`src/rtl/mb_fetch_sched.sv`:
```
// mb_fetch_sched: raster-order macroblock fetch scheduler; per macroblock it pulses the fetch unit,
// reads WORDS_PER_MB words one request at a time, forwards each word, then waits for mb_done_i.
// Ports:
//   clk, rst          clock, synchronous active-high reset
//   frame_start_i     pulse that starts a frame (only honoured while idle)
//   mem_req_o/gnt_i   single-outstanding read request handshake, mem_addr_o valid while req is high
//   mem_rdata_i/rvalid_i  read response
//   fetch_start_o     one-cycle pulse at the start of each macroblock
//   data_word_o/valid_o   registered read data towards the fetch unit
//   mb_done_i         macroblock consumed by intra
//   mb_x_o, mb_y_o    current macroblock coordinates
//   busy_o            high outside IDLE
//   frame_done_o      one-cycle pulse after the last macroblock
module mb_fetch_sched #(
    parameter int unsigned FRAME_MB_W   = 11,
    parameter int unsigned FRAME_MB_H   = 9,
    parameter logic [31:0] BASE_ADDR    = 32'h0,
    parameter int unsigned WORDS_PER_MB = 96
) (
    input  logic        clk,
    input  logic        rst,
    input  logic        frame_start_i,
    output logic        mem_req_o,
    output logic [31:0] mem_addr_o,
    input  logic        mem_gnt_i,
    input  logic [31:0] mem_rdata_i,
    input  logic        mem_rvalid_i,
    output logic        fetch_start_o,
    output logic [31:0] data_word_o,
    output logic        data_valid_o,
    input  logic        mb_done_i,
    output logic [5:0]  mb_x_o,
    output logic [5:0]  mb_y_o,
    output logic        busy_o,
    output logic        frame_done_o
);
    typedef enum logic [2:0] {IDLE, START, REQ, WAIT_DATA, WAIT_MB, NEXT, DONE} state_t;
    localparam logic [5:0]  LAST_X    = 6'(FRAME_MB_W - 1);
    localparam logic [5:0]  LAST_Y    = 6'(FRAME_MB_H - 1);
    localparam logic [6:0]  LAST_WORD = 7'(WORDS_PER_MB - 1);
    localparam logic [31:0] MB_STRIDE = 32'(WORDS_PER_MB);
    state_t      state, state_n;
    logic [31:0] mb_base;
    logic [6:0]  word_cnt;
    logic        rd_accept, last_word, last_x, last_mb;
    // read data is only taken while a request is outstanding
    assign rd_accept     = state == WAIT_DATA && mem_rvalid_i;
    assign last_word     = word_cnt == LAST_WORD;
    assign last_x        = mb_x_o == LAST_X;
    assign last_mb       = last_x && mb_y_o == LAST_Y;
    assign mem_req_o     = state == REQ;
    assign mem_addr_o    = mb_base + {25'd0, word_cnt};
    assign fetch_start_o = state == START;
    assign busy_o        = state != IDLE;
    assign frame_done_o  = state == DONE;
    always_ff @(posedge clk) begin
        state <= rst ? IDLE : state_n;
    end
    always_comb begin
        state_n = state;
        case (state)
            IDLE:      state_n = frame_start_i ? START : IDLE;
            START:     state_n = REQ;
            REQ:       state_n = mem_gnt_i ? WAIT_DATA : REQ;
            WAIT_DATA: state_n = mem_rvalid_i ? (last_word ? WAIT_MB : REQ) : WAIT_DATA;
            WAIT_MB:   state_n = mb_done_i ? NEXT : WAIT_MB;
            NEXT:      state_n = last_mb ? DONE : START;
            DONE:      state_n = IDLE;
            default:   state_n = IDLE;
        endcase
    end
    always_ff @(posedge clk) begin
        if (rst) begin
            mb_x_o       <= '0;
            mb_y_o       <= '0;
            mb_base      <= '0;
            word_cnt     <= '0;
            data_word_o  <= '0;
            data_valid_o <= 1'b0;
        end else begin
            data_valid_o <= rd_accept;
            if (rd_accept) data_word_o <= mem_rdata_i;
            if (state == IDLE && frame_start_i) begin
                mb_x_o  <= '0;
                mb_y_o  <= '0;
                mb_base <= BASE_ADDR;
            end
            if (state == START) word_cnt <= '0;
            if (rd_accept && !last_word) word_cnt <= word_cnt + 7'd1;
            // base address advances by accumulation and wraps naturally at 2^32
            if (state == NEXT && !last_mb) begin
                mb_x_o  <= last_x ? 6'd0 : mb_x_o + 6'd1;
                mb_y_o  <= last_x ? mb_y_o + 6'd1 : mb_y_o;
                mb_base <= mb_base + MB_STRIDE;
            end
        end
    end
endmodule

```
`config.mk`:
```
export PLATFORM = sky130hd
export DESIGN_NAME = mb_fetch_sched
export DESIGN_NICKNAME = d
export VERILOG_FILES = /design/src/rtl/mb_fetch_sched.sv
export SDC_FILE = /design/constraint.sdc
export NUM_CORES = 1
export LEC_CHECK = 0
export CAP_MARGIN = 25
export CORE_MARGIN = 2
export CORE_UTILIZATION = 44
export CTS_CLUSTER_SIZE = 24
export DETAILED_ROUTE_END_ITERATION = 6
export PLACE_DENSITY = 0.75
export SYNTH_ARGS = -nofsm -noshare
export SYNTH_HDL_FRONTEND = slang
export SYNTH_SLANG_ARGS = --single-unit
```
`constraint.sdc`:
```
create_clock -name clk -period 2.52 [get_ports clk]
set_input_delay 0.378 -clock clk [delete_from_list [all_inputs] [get_ports clk]]
set_output_delay 0.378 -clock clk [all_outputs]
set_load 0.005 [all_outputs]
```
======== Word-level counts from Yosys, hierarchy flattened ========
Index checks and enable logic that the tools add are counted.
storage, ports and cells
  register bits after elaboration ......... 87
  bits of input ports ..................... 38
  output and inout port bits .............. 81
  logic and storage cells ................. 50
cells by class
  add/sub/neg operators ................... 5
  equal/unequal tests ..................... 10
  muxes and demuxes ....................... 16
  reductions and logical operators ........ 12
operators by type and width
  kind                   count
  $mux 32                2
  $add 32x7->32          1
  $add 32x7->32 const B  1
  $mux 6                 5
  $pmux 3 s6             1
  $mux 7                 2
  $add 6x1->6 const B    2
  $eq 6x4->1 const B     2
  $eq 3x3->1 const B     3
  $mux 3                 3
  $add 7x1->7 const B    1
  $eq 7x7->1 const B     1
  $eq 3x2->1 const B     2
  $logic_and 1x1->1      5
  $reduce_bool 2->1      2
  $eq 3x1->1 const B     1
  $logic_not 3->1        1
  $mux 1                 3
  $reduce_bool 3->1      1
  $logic_not 1->1        2
  $ne 2x2->1 const B     1
  $reduce_and 2->1       1

======== Depth between registers and ports, before layout ========
  depth after elaboration ................. 6
  gate-level depth with buffers ........... 9
  depth with buffers taken out ............ 7

======== Worst setup path after synthesis ========
OpenSTA, ideal clock, no wires.
  kind .................................... flip-flop to flip-flop
  from .................................... reg mb_x_o[0]
  to ...................................... reg mb_base[23]
  library setup time ...................... 0.085 ns
  data arrival time ....................... 2.072 ns
  data required time ...................... 2.435 ns
  slack ................................... 0.363 ns
  stages on the path, launching flop included .. 10
  path buffers ............................ 2
  clock period less this slack ............ 2.157 ns
  cells stage by stage .................... dfxtp_1 -> inv_1 -> ha_1 -> and4bb_1 -> and4_4 -> buf_6 -> or4_1 -> buf_2 -> nand2b_4 -> o31ai_2
on the way
  cells in the longest elaborated chain, start to end .. 5
  elaborated cells on any way between the ends .. 6
  those cells by class .................... eq/ne (1); mux (1); reduce/logical (4)
RTL lines
  item                                          line  text
  start: declaration                            32    output logic [5:0] mb_x_o,
  start signal: assignment                      92    mb_x_o <= last_x ? 6'd0 : mb_x_o + 6'd1;
  $eq 6x4->1 *                                  49    assign last_x = mb_x_o == LAST_X;
  $logic_and 1x1->1 *                           50    assign last_mb = last_x && mb_y_o == LAST_Y;
  $logic_not 1->1 *                             91    if (state == NEXT && !last_mb) begin
  $logic_and 1x1->1 *                           91
  $mux 32 or $reduce_bool 2->1 (tied branches)  -
  end signal: assignment                        94    mb_base <= mb_base + MB_STRIDE;
  end: declaration                              43    logic [31:0] mb_base;
Every way passes the cells marked *; elsewhere a longest branch is shown, timed or not.
A chain may end at the register's enable or synchronous reset.

======== Final worst setup path ========
  from .................................... reg mb_base[15]
  to ...................................... out mem_addr_o[26]
on the way
  cells in the longest elaborated chain, start to end .. 1
RTL lines
  item              line  text
  $add 32x7->32     52    assign mem_addr_o = mb_base + {25'd0, word_cnt};
  end: declaration  24    output logic [31:0] mem_addr_o,
Every way passes these cells.

==> flow_summary_export.csv <==
group,metric,value,unit
hold_path,min_delay_path_depth,2,
power_and_ir_drop,p_total,2.478,mW
status,violations,"setup timing",
hold_path,worstHoldStart,"data_word_o[25]$_SDFFE_PP0P_",
floorplanning,fp.coreArea,9196,sq um
timing,finalSetupViolCount,1,
clocking,path_clk_slew,0.08,ns
global_routing,grt_pass1_wl,19.34,mm
yosys,async_flop_share,0,
yosys,ys_ff_latch,82,
hold_path,min_to,"data_word_o[25]$_SDFFE_PP0P_",
place,place_inst,750,
global_routing,track_usage,0.2375,
yosys,synth_top_flop_cell,"dfxtp_1",
yosys,syn_inst,516,
power_and_ir_drop,ir_drop,0.2884,mV
worst_setup_path,reg2reg_to,"mb_base[19]$_SDFFE_PP0P_",
worst_setup_path,end_kind,"output port",
run,cap_violations,0,
floorplanning,dieArea,10250,sq um
drt,drc,0,
timing,holdWs,0.4577,ns
place,dp_hpwl,8.816,mm
timing,rsz0062_at_grt,"true",
timing,fmax,392.5,MHz
clocking,cts_buffer_depth,2,
clocking,cts_hold_buf,0,
yosys,syn_avg_cell_area,8.060,sq um
floorplanning,placementRows,35,
layout,syn2layout_area_growth,44.65,%
timing,fin_crit_sh,1.011,
power_and_ir_drop,p_leak,2.365,nW
drt,drt-initial-drc-count,153,
clocking,cts_tree,"built",
layout,drive_above_1_share,0.1874,
floorplanning,boundaryPins,119,
global_routing,antenna_found_initial,0,
timing,slew-limit-headroom,0.5327,
yosys,synth_cell_types,62,
worst_setup_path,crit_fanout,3,
place,gp_congestion,0.8890,
drt,wl_per_cell,15.44,um
floorplanning,initial_core_util,0.4522,
drt,routed_via_density,5.454,
layout,final_cells,778,
floorplanning,die_x,101.2,um
worst_setup_path,r2r_start,"mb_x_o[0]$_SDFFE_PP0P_",
power_and_ir_drop,cellPowerDensity,411.9,nW/um^2
drt,postRouteAntennaNets,0,
timing,fin_ws,-0.02773,ns
global_routing,grt_overflow_total,0,
timing,min_period,2.548,ns
yosys,netlist_area,4159,sq um
worst_setup_path,crit_arrival,2.17,ns
status,status,"finished with violations",
floorplanning,die_h,101.2,um
place,port_buffers,118,
timing,tightestPinTransition,0.6956,ns
timing,tns,-0.02773,ns
drt,routed_wirelength,12.01,mm
worst_setup_path,ff2ff_setup_slack,0.18,ns
clocking,insertion_delay,0.36,ns
worst_setup_path,critical_path_required,2.14,ns
yosys,seq_area_frac_synth,0.3947,
global_routing,grt_pass1_vias,4195,
layout,fin_nets,708,
drt,route.vias.total,4243,
timing,skew,0.009986,ns
global_routing,grt_max_degree,34,
layout,num_antenna_cells,0,
hold_path,hold_path.class,"flip-flop to flip-flop",
layout,layout_commonest_cell,"clkdlybuf4s50_1",
worst_setup_path,crit_type,"flip-flop to output port",
yosys,ys_warn_count,0,
layout,post-route-cell-area,6016,sq um
drt,first_pass_iters,5,
clocking,clock-sinks,82,
yosys,synth_edf_count,0,
worst_setup_path,rr_worst_depth,7,
layout,final_cell_mix,"95 x clkdlybuf4s50_1, 93 x nand2_1, 69 x dfxtp_1",
timing,drv_slew,0,
clocking,htreeDepth,3,
yosys,synth_nets,562,
clocking,numCtsBuffers,9,
worst_setup_path,startpoint_type,"flip-flop",
clocking,clockRootBuffer,"clkbuf_8",
timing,finalHoldViolCount,0,
place,dpl_cell_area,5604,sq um
per-layer routing:
| metal | GRT usage | up-vias | wire length [um] |
|---|---|---|---|
| li1 | - | 2084 | - |
| met1 | 0.2732 | 1981 | 4722 |
| met2 | 0.4050 | 156 | 6082 |
| met3 | 0.08351 | 22 | 939 |
| met4 | 0.09252 | 0 | 265 |
| met5 | 0 | - | 0 |
cell usage after synthesis (8+ instances only):
cell type | number | share of area
inv_1 | 13 | 0.012
xnor2_1 | 20 | 0.042
a21oi_1 | 50 | 0.060
nand2_1 | 95 | 0.086
dfxtp_1 | 82 | 0.39
nand3_1 | 26 | 0.031
nand4_1 | 15 | 0.023
o211ai_1 | 8 | 0.014
clkbuf_1 | 22 | 0.020
nor2_1 | 38 | 0.034
ha_1 | 8 | 0.024
xor2_1 | 21 | 0.044
nor3_1 | 14 | 0.017
metrics by stage:
stage                       util  setup WS (ns)
after floorplan                -         0.3630
after global placement    0.6094        0.06840
after detailed placement  0.6094       -0.03162
after CTS                 0.6488       -0.02962
after global routing      0.6542        -0.1457
final                     0.6542       -0.02773
where the power goes:
part	switching, mW	leakage [nW]	internal [mW]
logic	0.0864	1.60	0.0989
registers	0.00774	0.668	1.30
clock network	0.491	0.0962	0.491
total	0.585	2.37	1.89
worst max-delay path: stages (launching register included):
cell and delay (ns):
dfxtp_2 0.33, nand4_1 0.21, buf_4 0.21, nor4_2 0.24
buf_4 0.17, buf_4 0.10, and3_4 0.19, nand2_2 0.05
xnor2_1 0.18, buf_2 0.15
layout make-up:
cell class,count,area [sq um]
tap,111,138.9
clock inverter,5,62.56
fill,770,3181
clock buffer,11,141.4
inverter,13,48.80
sequential,82,1658
multi-input combinational,384,2399
timing repair buffer,172,1568
how the worst max path moves through the flow:
stage                             startpoint                       end  slack (ns)  cells after the start
finish              mb_base[15]$_SDFFE_PP0P_            mem_addr_o[26]       -0.03                      9
global route        mb_base[15]$_SDFFE_PP0P_            mem_addr_o[26]       -0.15                      9
CTS                 mb_base[12]$_SDFFE_PP0P_            mem_addr_o[28]       -0.03                      8
detailed placement  word_cnt[6]$_SDFFE_PP0P_            mem_addr_o[29]       -0.03                      7
global placement     mb_base[6]$_SDFFE_PP0P_            mem_addr_o[29]        0.07                      7
floorplan             mb_x_o[0]$_SDFFE_PP0P_  mb_base[23]$_SDFFE_PP0P_        0.36                      9
cell families after synthesis:
logic type               count (synthesis)  synth area share
AO/OA/AOI/OAI                           93            0.1432
buffers and inverters                   50           0.05927
AND/OR/NAND/NOR                        238            0.2825
multiplexers                             4          0.009928
flip-flops                              82            0.3947
XOR/XNOR                                41           0.08634
adder cells (fa/ha/maj)                  8           0.02407
flip-flops by register name, summed over array words and instances (netlist names):
signal	flops
mb_base	27
mb_x_o	6
mb_y_o	6
data_valid_o	1
word_cnt	7
state	3
data_word_o	32
repair_timing:
item	CTS	global route
pin swaps	10	8
resized for setup	48	29
setup endpoints to repair	25	12
setup buffers	9	4
Note: power is estimated with default switching activity, not from simulation.
